==> src/rtl/serial_adder.sv <==
// Bit-serial WIDTH-bit adder: one full-adder cell processes a bit pair per clock,
// LSB first, with the carry held in a flop between bits.
//
// state   | meaning
// --------+-----------------------------------------------------------
// ST_IDLE | waiting for start; sum/cout hold the last completed result
// ST_RUN  | one bit pair per clock through the cell, WIDTH clocks total

module fulladd (
   input  logic a,
   input  logic b,
   input  logic Cin,
   output logic Sum,
   output logic Carry
);
   assign Sum   = a ^ b ^ Cin;
   assign Carry = (a & b) | (Cin & (a ^ b));
endmodule

module serial_adder #(
   parameter int WIDTH = 8
) (
   input  logic             clk,
   input  logic             rst,
   input  logic             start,
   input  logic [WIDTH-1:0] a,
   input  logic [WIDTH-1:0] b,
   input  logic             cin,
   output logic             busy,
   output logic             done,
   output logic [WIDTH-1:0] sum,
   output logic             cout
);
   localparam int            CW      = $clog2(WIDTH + 1);
   localparam logic [CW-1:0] LP_LAST = CW'(WIDTH - 1);

   typedef enum logic {
      ST_IDLE = 1'b0,
      ST_RUN  = 1'b1
   } state_t;

   state_t           r_state;
   state_t           w_state_nxt;

   logic [WIDTH-1:0] r_a_sh;
   logic [WIDTH-1:0] r_b_sh;
   logic [WIDTH-1:0] r_s_sh;
   logic             r_c;
   logic [CW-1:0]    r_cnt;
   logic [WIDTH-1:0] r_sum;
   logic             r_cout;
   logic             r_done;

   logic             w_accept;
   logic             w_step;
   logic             w_last;
   logic             w_busy;
   logic             w_fa_sum;
   logic             w_fa_carry;
   logic [WIDTH-1:0] w_s_nxt;

   fulladd u_fa (
      .a     (r_a_sh[0]),
      .b     (r_b_sh[0]),
      .Cin   (r_c),
      .Sum   (w_fa_sum),
      .Carry (w_fa_carry)
   );

   always_ff @(posedge clk) begin
      if (rst) begin
         r_state <= ST_IDLE;
      end else begin
         r_state <= w_state_nxt;
      end
   end

   always_comb begin
      w_state_nxt = r_state;
      case (r_state)
         ST_IDLE: if (start)  w_state_nxt = ST_RUN;
         ST_RUN:  if (w_last) w_state_nxt = ST_IDLE;
      endcase
   end

   always_comb begin
      w_busy   = (r_state == ST_RUN);
      w_accept = (r_state == ST_IDLE) && start;
      w_step   = (r_state == ST_RUN);
      w_last   = (r_state == ST_RUN) && (r_cnt == LP_LAST);
   end

   // New sum bit enters at the MSB so the LSB lands at bit 0 after WIDTH shifts.
   always_comb begin
      w_s_nxt            = r_s_sh >> 1;
      w_s_nxt[WIDTH-1]   = w_fa_sum;
   end

   always_ff @(posedge clk) begin
      if (rst) begin
         r_a_sh <= '0;
         r_b_sh <= '0;
         r_s_sh <= '0;
         r_c    <= 1'b0;
         r_cnt  <= '0;
         r_sum  <= '0;
         r_cout <= 1'b0;
         r_done <= 1'b0;
      end else begin
         r_done <= 1'b0;
         if (w_accept) begin
            r_a_sh <= a;
            r_b_sh <= b;
            r_c    <= cin;
            r_cnt  <= '0;
         end else if (w_step) begin
            r_a_sh <= r_a_sh >> 1;
            r_b_sh <= r_b_sh >> 1;
            r_s_sh <= w_s_nxt;
            r_c    <= w_fa_carry;
            r_cnt  <= r_cnt + CW'(1);
            if (w_last) begin
               r_sum  <= w_s_nxt;
               r_cout <= w_fa_carry;
               r_done <= 1'b1;
            end
         end
      end
   end

   assign busy = w_busy;
   assign done = r_done;
   assign sum  = r_sum;
   assign cout = r_cout;

endmodule

==> config.mk <==
export PLATFORM = sky130hd
export DESIGN_NAME = serial_adder
export DESIGN_NICKNAME = d
export VERILOG_FILES = /design/src/rtl/serial_adder.sv
export SDC_FILE = /design/constraint.sdc
export NUM_CORES = 1
export LEC_CHECK = 0
export BUFFER_PORTS_ARGS = -buffer_cell sky130_fd_sc_hd__buf_2
export CAP_MARGIN = 40
export CORE_MARGIN = 4
export CORE_UTILIZATION = 30
export CTS_CLUSTER_SIZE = 10
export DETAILED_ROUTE_END_ITERATION = 12
export SYNTH_ARGS = -nofsm -noshare
export SYNTH_HDL_FRONTEND = slang
export SYNTH_SLANG_ARGS = --single-unit
==> constraint.sdc <==
create_clock -name clk -period 1.05 [get_ports clk]
set_input_delay 0.315 -clock clk [delete_from_list [all_inputs] [get_ports clk]]
set_output_delay 0.315 -clock clk [all_outputs]
set_load 0.02 [all_outputs]
==> results of run 1 <==
[through the flow]
step | setup TNS (ns) | hold WS [ns]
after floorplan | -0.0420 | 0.440
after global placement | -2.78 | 0.454
after detailed placement | -3.28 | 0.458
after CTS | -0.838 | 0.335
after global routing | -2.03 | 0.342
final | -0.872 | 0.327
[cell type report]
type	instances	area, µm²
timing repair buffer	56	529
multi-input combinational	111	907
clock buffer	7	76.3
tap	72	90.1
fill	550	3130
inverter	1	3.75
sequential	39	803
[per-layer routing]
layer | share of wire | up-vias
met5 | 0 | -
met4 | 0.010 | 0
met2 | 0.47 | 20
li1 | - | 652
met1 | 0.48 | 596
met3 | 0.043 | 4
[how the worst max path moves through the flow]
stage / to / cells past startpoint / startpoint / slack, ns
floorplan: r_s_sh[7] / 3 / r_a_sh[0] / -0.02
global placement: r_a_sh[0] / 5 / start / -0.16
detailed placement: r_a_sh[0] / 5 / start / -0.18
CTS: busy / 2 / busy / -0.14
global route: sum[7] / 3 / r_c / -0.18
finish: busy / 2 / busy / -0.14
[synthesized netlist by cell type, types with 2 or more instances]
master     n  area share
nor3b_1    2      0.0087
buf_4      2      0.0087
a21oi_2    9       0.045
nor2_1    27       0.058
nor3_1     3      0.0087
nand2_1   19       0.041
buf_6      5       0.032
a21oi_1    3      0.0087
mux2_4    14        0.12
mux2i_1   25        0.14
buf_2      2      0.0058
dfxtp_1   39        0.45
clkbuf_1   2      0.0043
[kinds of logic after synthesis]
kind of cell / count (synthesis) / share of synthesized area
AO/OA/AOI/OAI: 14 / 0.0657
XOR/XNOR: 1 / 0.00506
adder cells (fa/ha/maj): 2 / 0.0188
buffers and inverters: 12 / 0.0534
flip-flops: 39 / 0.451
multiplexers: 40 / 0.272
AND/OR/NAND/NOR: 54 / 0.134
[flip-flops by register name, indices dropped and copies added (netlist names)]
signal	flops
busy	1
cout	1
done	1
r_a_sh	8
r_b_sh	8
r_c	1
r_cnt	4
r_s_sh	7
sum	8
[worst max-delay path, stage by stage (launching register included)]
cell	delay (ns)
dfxtp_4	0.36
buf_12	0.12
buf_8	0.12
[repair_timing]
action	in CTS	in global routing
buffers inserted	3	2
pin swaps	3	6
gates cloned	0	3
setup endpoints to repair	23	37
resized for setup	41	8
[power by group]
group,switching [W],internal (W)
Sequential,0.0000360,0.00154
Clock,0.000459,0.000457
Combinational,0.000189,0.000290
Total,0.000684,0.00228
==> out/metrics.yaml, run 1 <==
place:
  place_area_mm2: 0.00209
  hpwl_um: 2340
  place_congestion: 0.686
  pre_cts_ws_ns: -0.177
  io_buffers: 30
  place_inst: 271
hold_path:
  hp-class: "in -> reg"
  min_from: "a[7]"
  hold_path_depth: 3
  min_to: "r_a_sh[7]"
run:
  drv_cap: 0
finish:
  final_cell_mix: "nor2_1 (26), mux2i_1 (24), dfxtp_1 (23), nand2_1 (19), buf_2 (19)"
  fin_area_mm2: 0.00241
  fin_nets: 236
  mostFrequentLayoutCell: "nor2_1"
  antenna_cells: 0
  final_util: 0.435
  area_growth_pct: 39.1
  drive_above_1_share: 0.514
  fin_cells: 286
global_routing:
  grt.busiest_layer: "met2"
  grtUsageMet2: 0.168
  antenna_found_initial: 0
  grt_pass1_wl_um: 5730
  overflow: 0
  grt_max_degree: 24
  use_met3: 0.0346
  grt_usage: 0.0991
  grt_use_met1: 0.117
  grt_pass1_vias: 1300
clock_network:
  clkTransAtPathRegs_ns: 0.07
  cts_htree_levels: 2
  clockRootBuffer: "clkbuf_8"
  hold_buffers: 0
  cts.sink_count: 39
  clk_latency_ns: 0.28
  numCtsBuffers: 5
  cts_buffer_depth: 2
  cts_tree: "built"
timing:
  slew_headroom: 0.904
  grt_setup_unrepaired: "true"
  worst_slack_ns: -0.142
  tightestPinTransition_ns: 0.140
  setup_viol: 17
  skew_ns: 0.00167
  hold_viol: 0
  min_period_ns: 1.19
  maxSlewViolCount: 0
  fmax_ghz: 0.839
  fin_crit_sh: 1.14
logic_synthesis:
  synth_ff_type: "dfxtp_1"
  yosysUniqueCellTypes: 23
  async_reset_ff_frac: 0
  syn-cell-area_mm2: 0.00173
  ys_ff_latch: 39
  yosysSeqAreaShare: 0.451
  yosysWarnings: 0
  synth_edf_count: 0
  syn_area_per_cell_um2: 10.7
  synth_nets: 184
  synthCells: 162
route:
  via_per_inst: 4.45
  routed_wl_um: 3480
  drcViolationCount: 0
  ant_nets: 0
  wl_per_cell_um: 12.2
  vias: 1272
  firstDrtPassIters: 4
  drt_iter0_markers: 49
power_and_ir_drop:
  powerDensity_mw_per_mm2: 1230
  leakage_nw: 1.04
  vdd_drop_max_uv: 891
  report.power.total_w: 0.00297
die:
  dieHeight_um: 84
  fp-row-count: 27
  core-area_mm2: 0.00554
  die_area_mm2: 0.00706
  io_pins: 31
  initial_core_util: 0.313
  die_x_um: 84
setup_path:
  arrival_ns: 0.88
  cp-end-kind: "primary output"
  start_kind: "flop"
  r2r-end: "sum[7]"
  critPathRequiredTime_ns: 0.73
  rrSetupSlack_ns: -0.12
  rr_worst_depth: 3
  worstReg2RegStart: "r_c"
  path_max_fanout: 2
  crit_type: "reg -> out"
outcome:
  violations: "negative setup slack"
  status: "finished with violations"
(Power assumes the default switching activity.)
==> run 2: changes to the inputs <==
--- a/config.mk
+++ b/config.mk
@@ -5,6 +5,7 @@
 export SDC_FILE = /design/constraint.sdc
 export NUM_CORES = 1
 export LEC_CHECK = 0
+export ABC_AREA = 1
 export BUFFER_PORTS_ARGS = -buffer_cell sky130_fd_sc_hd__buf_2
 export CAP_MARGIN = 40
 export CORE_MARGIN = 4
==> run 2 against run 1 <==
  * The run still ends with negative setup slack left
  * First-iteration DRC count fell by 8.2%
  * Clock power rose by 6.8%
  * Count of clock-buffer cells in the layout fell by 2
  * Worst hold slack got worse by 0.065 ns
  * Register-to-register slack improved by 0.04 ns
  * Final area rose by 1.5%
  * Routed wire length rose by 12%
  * Sequential cell count did not move
  * Cell count rose by 23%
  * Via count rose by 20%
  * Global-route usage rose by 2.3 points
  * Largest power group unchanged
  * Largest cell class unchanged
  * Die area fell by 6.9%
==> out/metrics.yaml, run 2 <==
outcome:
  status: "finished with violations"
  violations: "negative setup slack"
power_and_ir_drop:
  p_int_w: 0.00223  # -2.3%
  seqPwrFrac: 0.527  # -0.003
  power_frac_clock: 0.323  # +0.014
  leakage_nw: 1.26  # +21%
  p_sw_frac: 0.264  # +0.0332
  p_comb_frac: 0.150  # -0.011
  vdd_drop_max_uv: 617  # -31%
  p_sw_w: 0.000799  # +17%
  powerDensity_mw_per_mm2: 1240  # +0.58%
setup_path:
  path_max_fanout: 8  # +6
  worstReg2RegStart: "busy"
  worst-path-buf-inv: 2  # unchanged
  r2r-end: "r_a_sh[7]"
  arrival_ns: 1.36  # +0.48 ns
  cp-end-kind: "flop"
  rrSetupSlack_ns: -0.08  # +0.04 ns
  start_kind: "flop"
  rr_worst_depth: 5  # +2
  critPathRequiredTime_ns: 1.28  # +0.55 ns
  path_cells: "buf_6 > nor2_4 > clkbuf_16 > nand2_1 > a21oi_2"
  critPathSlowestCell: "dfxtp_4"
  crit_type: "reg -> reg"
  cpLargestDelayFamily: "flip-flops"
  cpPeakStageDelay_ns: 0.37  # about the same
logic_synthesis:
  yosysSeqAreaShare: 0.487  # +0.0370
  synth_edf_count: 0  # unchanged
  syn_area_per_cell_um2: 7.21  # -33%
  syn-cell-area_mm2: 0.00160  # -7.6%
  synthCells: 222  # +37%
  async_reset_ff_frac: 0  # unchanged
  synth_area_leader_cell: "dfxtp_1"
  yosysMostFrequentCell: "nand2_1"
  synthTopCellsByArea: "dfxtp_1 (49%), nand2_1 (19%), nand3_1 (9.4%)"
  synth_nets: 244  # +33%
  yosysWarnings: 0  # unchanged
  synth_ff_type: "dfxtp_1"
  ys_ff_latch: 39  # unchanged
  yosys-top-cells-count: "nand2_1 (82), dfxtp_1 (39), nand3_1 (30)"
  synthDominantCellAreaShare: 0.488  # +0.0370
  yosysUniqueCellTypes: 19  # -17%
timing:
  fmax_ghz: 0.885  # +5.5%
  setup_viol: 29  # +12
  tightestPinTransition_ns: 0.234  # +0.0938 ns
  min_period_ns: 1.13  # -0.0620 ns
  grt_setup_unrepaired: "true"
  slew_headroom: 0.844  # -0.0602
  maxSlewViolCount: 0  # unchanged
  fin_tns_setup_ns: -1.14  # -0.271 ns
  worst_slack_ns: -0.0800  # +0.0620 ns
  hold_viol: 0  # unchanged
  skew_ns: 0.00744  # +0.00577 ns
  hold_ws_ns: 0.261  # -0.0654 ns
  fin_crit_sh: 1.08  # -0.0591
die:
  io_pins: 31  # unchanged
  fp-row-count: 26  # -3.7%
  dieHeight_um: 81.1  # -3.5%
  core-area_mm2: 0.00514  # -7.2%
  die_x_um: 81.1  # -3.5%
  initial_core_util: 0.312  # -0.00120
  die_area_mm2: 0.00657  # -6.9%
global_routing:
  grt_pass1_wl_um: 6180  # +7.7%
  grt.busiest_layer: "met2"
  overflow: 0  # unchanged
  grt_use_met1: 0.155  # +0.0387
  grt_max_degree: 18  # -25%
  grt_usage: 0.122  # +0.0230
  grt_pass1_vias: 1418  # +9.1%
  grtUsageMet2: 0.187  # +0.0187
  antenna_found_initial: 0  # unchanged
  use_met3: 0.0366  # +0.00203
finish:
  antenna_cells: 0  # unchanged
  fill_cells: 530  # -3.6%
  drive_above_1_share: 0.459  # -0.0547
  mostFrequentLayoutCell: "nand2_1"
  fin_area_mm2: 0.00245  # +1.5%
  fin_cells: 353  # +23%
  final_cell_mix: "nand2_1 (66), buf_4 (25), dfxtp_1 (23), nand3_1 (19), buf_2 (19)"
  fin_nets: 304  # +29%
  area_growth_pct: 52.7
place:
  place_congestion: 0.752  # +9.6%
  place_area_mm2: 0.00197  # -5.7%
  io_buffers: 30  # unchanged
  hpwl_um: 2380  # +1.8%
  place_inst: 331  # +22%
  pre_cts_ws_ns: -0.127  # +0.0501 ns
clock_network:
  clockRootBuffer: "clkbuf_8"
  cts_buffer_depth: 2  # unchanged
  clkTransAtPathRegs_ns: 0.07  # about the same
  cts.sink_count: 39  # unchanged
  cts_tree: "built"
  clk_latency_ns: 0.29  # about the same
  numCtsBuffers: 5  # unchanged
  cts_htree_levels: 2  # unchanged
route:
  via_per_inst: 4.32  # -2.8%
  drcViolationCount: 0  # unchanged
  wl_per_cell_um: 11.0  # -9.2%
  routed_wl_um: 3890  # +12%
  drt_iter0_markers: 45  # -8.2%
  ant_nets: 0  # unchanged
  firstDrtPassIters: 4  # unchanged
  vias: 1526  # +20%
hold_path:
  min_to: "r_b_sh[7]"
  min_from: "b[7]"
  hp-class: "in -> reg"
  hold_path_depth: 3  # unchanged
run:
  drv_cap: 0  # unchanged
[run 2: layer usage]
layer / part of all wire / wire [µm] / vias up
li1: - / - / 813
met1: 0.46 / 1800 / 675
met5: 0 / 0 / -
met4: 0.020 / 76 / 0
met3: 0.048 / 185 / 7
met2: 0.47 / 1830 / 31
[run 2: repair_timing]
item                       CTS  global route
gates cloned                 1             3
pin swaps                    2            12
setup endpoints to repair   33            42
gates resized for setup     41            48
buffers inserted             6             4
hold buffers                 0             0
[run 2: cell families (layout without fill, tap and decap cells)]
logic type,after synthesis,in the layout,share of synthesized area
AO/OA/AOI/OAI,13,13,0.0406
XOR/XNOR,1,1,0.00547
adder cells (fa/ha/maj),2,2,0.0203
buffers and inverters,30,90,0.0828
flip-flops,39,39,0.488
AND/OR/NAND/NOR,137,138,0.363
[run 2: worst max path at each step]
stage                     startpoint   endpoint  slack (ns)  cells past startpoint
final                           busy  r_a_sh[7]       -0.08                      5
after detailed placement    r_cnt[1]       cout       -0.13                      6
after CTS                       busy       busy       -0.06                      1
after global routing            busy  r_a_sh[4]       -0.14                      7
after floorplan                 busy       cout       0.001                      6
after global placement      r_cnt[1]       cout       -0.09                      6
[run 2: area by class of cell]
cell class,count,area (µm²),area share
Inverter,19,73.8,0.0302
Timing Repair Buffer,63,542,0.221
Multi-Input combinational cell,154,853,0.349
Clock buffer,5,68.8,0.0281
Clock inverter,3,15.0,0.00614
Sequential cell,39,806,0.329
Tap cell,70,87.6,0.0358
[run 2: metrics by stage]
stage	util	power, W
floorplan	-	0.00182
global placement	0.383	0.00195
detailed placement	0.383	0.00195
CTS	0.431	0.00297
global route	0.476	0.00319
finish	0.476	0.00303
[run 2: power groups by stage]
stage | logic (W) | registers (W) | clock network, W
after floorplan | 0.000206 | 0.00161 | 0
after global placement | 0.000321 | 0.00163 | 0
after detailed placement | 0.000323 | 0.00163 | 0
after CTS | 0.000367 | 0.00159 | 0.00101
after global routing | 0.000513 | 0.00160 | 0.00108
final | 0.000455 | 0.00160 | 0.000978
[run 2: worst reg2reg max path: stages, from the launching register on]
cell,delay (ns)
dfxtp_4,0.37
buf_6,0.12
nor2_4,0.20
clkbuf_16,0.20
nand2_1,0.06
a21oi_2,0.12
==> run 3: changes to the inputs <==
--- a/config.mk
+++ b/config.mk
@@ -8,6 +8,7 @@
 export ABC_AREA = 1
 export BUFFER_PORTS_ARGS = -buffer_cell sky130_fd_sc_hd__buf_2
 export CAP_MARGIN = 40
+export CORE_ASPECT_RATIO = 2
 export CORE_MARGIN = 4
 export CORE_UTILIZATION = 30
 export CTS_CLUSTER_SIZE = 10
==> constraint.sdc (replaced) <==
create_clock -name clk -period 1.43 [get_ports clk]
set_input_delay 0.429 -clock clk [delete_from_list [all_inputs] [get_ports clk]]
set_output_delay 0.429 -clock clk [all_outputs]
set_load 0.02 [all_outputs]
==> run 3 against run 2 <==
  * The flow now finishes without violations
  * Sequential share of layout area up 7.2 points
  * Worst setup slack gained 0.13 ns
  * Register-to-register slack improved by 0.25 ns
  * Highest routed layer unchanged
  * Via count decreased by 6.5%
  * Die area up 1.1%
==> out/metrics.yaml, run 3 (synthesis results as in run 2) <==
outcome:
  status: "finished, final reports clean"
clock_network:
  numCtsBuffers: 5  # unchanged
  cts_htree_levels: 2  # unchanged
  hold_buffers: 0  # unchanged
  clkTransAtPathRegs_ns: 0.07  # about the same
  clk_latency_ns: 0.29  # about the same
  cts_tree: "built"
  clockRootBuffer: "clkbuf_8"
  cts.sink_count: 39  # unchanged
  cts_buffer_depth: 2  # unchanged
setup_path:
  path_max_fanout: 15  # +7
  rrSetupSlack_ns: 0.17  # +0.25 ns
  crit_path_start: "busy"
  cp-end-kind: "primary output"
  r2r-end: "r_b_sh[0]"
  cp-endpoint: "busy"
  crit_type: "reg -> out"
  rr_worst_depth: 5  # unchanged
  arrival_ns: 0.95  # -0.41 ns
  worstReg2RegStart: "busy"
  start_kind: "flop"
  critPathRequiredTime_ns: 1.00  # -0.28 ns
route:
  vias: 1427  # -6.5%
  drt_iter0_markers: 33  # -27%
  ant_nets: 0  # unchanged
  via_per_inst: 4.54  # +5.1%
  wl_per_cell_um: 10.6  # -3.8%
  drcViolationCount: 0  # unchanged
  firstDrtPassIters: 4  # unchanged
  routed_wl_um: 3330  # -14%
finish:
  multi_input_area_um2: 688  # -19%
  mostFrequentLayoutCell: "nand2_1"
  antenna_cells: 0  # unchanged
  drive_above_1_share: 0.188  # -0.272
  final_cell_mix: "nand2_1 (82), dfxtp_1 (38), nand3_1 (30), buf_2 (29)"
  fill_cells: 572  # +7.9%
  area_growth_pct: 22.0
  fin_nets: 277  # -8.9%
  regArea_um2: 785  # -2.6%
timing:
  setup_viol: 0  # -100%
  hold_ws_ns: 0.378  # +0.117 ns
  fmax_ghz: 0.726
  min_period_ns: 1.38
  maxSlewViolCount: 0  # unchanged
  grt_setup_unrepaired: "false"
  hold_viol: 0  # unchanged
  fin_crit_sh: 0.963
  fin_tns_setup_ns: 0  # +1.14 ns
  slew_headroom: 0.568  # -0.275
  skew_ns: 0.00746  # +0.0000175 ns
  tightestPinTransition_ns: 0.647  # +0.413 ns
global_routing:
  grt_max_degree: 24  # +6
  grt_pass1_wl_um: 5710  # -7.6%
  antenna_found_initial: 0  # unchanged
  grt_usage: 0.110  # -0.0119
  grt_pass1_vias: 1335  # -5.9%
  overflow: 0  # unchanged
hold_path:
  hp-class: "in -> reg"
die:
  die_area_mm2: 0.00664  # +1.1%
  core-area_mm2: 0.00518  # +0.88%
  dieHeight_um: 111  # +37%
  io_pins: 31  # unchanged
  die_x_um: 59.7  # -26%
  initial_core_util: 0.309  # -0.00271
  fp-row-count: 37  # +42%
run:
  drv_cap: 0  # unchanged
place:
  io_buffers: 30  # unchanged
  hpwl_um: 2400  # +0.79%
  place_congestion: 0.755  # +0.39%
power_and_ir_drop:
  leakage_nw: 1.02  # -19%
  powerDensity_mw_per_mm2: 1080  # -13%
  vdd_drop_max_uv: 579  # -6.2%
-- run 3: worst min-delay path by stage --
stage                    from  slack [ns]        end  cells past startpoint
CTS                      b[7]        0.37  r_b_sh[7]                      3
finish                   b[7]        0.38  r_b_sh[7]                      3
detailed placement     sum[4]        0.43     sum[4]                      2
global placement       sum[3]        0.43     sum[3]                      2
floorplan           r_s_sh[1]        0.42     sum[0]                      2
global route             b[7]        0.38  r_b_sh[7]                      3
-- run 3: what timing repair did --
action                                  4_1_cts  5_1_grt
endpoints found under the setup margin        1        1
resized for setup                             1        2
buffers inserted                              0        0
pin swaps                                     0        0
gates cloned                                  1        0
-- run 3: report_power, final --
group	switching, W	internal [W]	leakage [nW]
Sequential	0.0000287	0.00113	0.319
Combinational	0.000128	0.000109	0.663
Clock	0.000361	0.000342	0.0422
Total	0.000518	0.00158	1.02
-- run 3: cell type report --
class / instances / share of cell area
clock buffer: 7 / 0.0391
inverter: 19 / 0.0365
tap: 58 / 0.0372
clock inverter: 1 / 0.00256
timing repair buffer: 37 / 0.131
multi-input combinational: 153 / 0.352
sequential: 39 / 0.402
-- run 3: stage by stage --
stage	total power [W]	std cells	cell area (µm²)	worst slack, ns	utilization
after floorplan	0.00133	222	1600	0.198	-
after global placement	0.00141	305	1830	0.185	0.354
after detailed placement	0.00141	305	1830	0.175	0.354
after CTS	0.00214	314	1950	0.0128	0.376
after global routing	0.00222	314	1950	0.00295	0.377
final	0.00210	314	1950	0.0524	0.377
-- run 3: critical path, cell delays in order, from the launching register on --
cell and delay (ns):
dfxtp_4 0.36, buf_12 0.15, buf_4 0.15
-- run 3: routing by layer --
| layer | vias to the layer above | routed length (µm) | track usage |
|---|---|---|---|
| li1 | 752 | - | - |
| met1 | 640 | 1310 | 0.118 |
| met2 | 28 | 1770 | 0.186 |
| met3 | 7 | 162 | 0.0290 |
| met4 | 0 | 95 | 0.0621 |
| met5 | - | 0 | 0 |
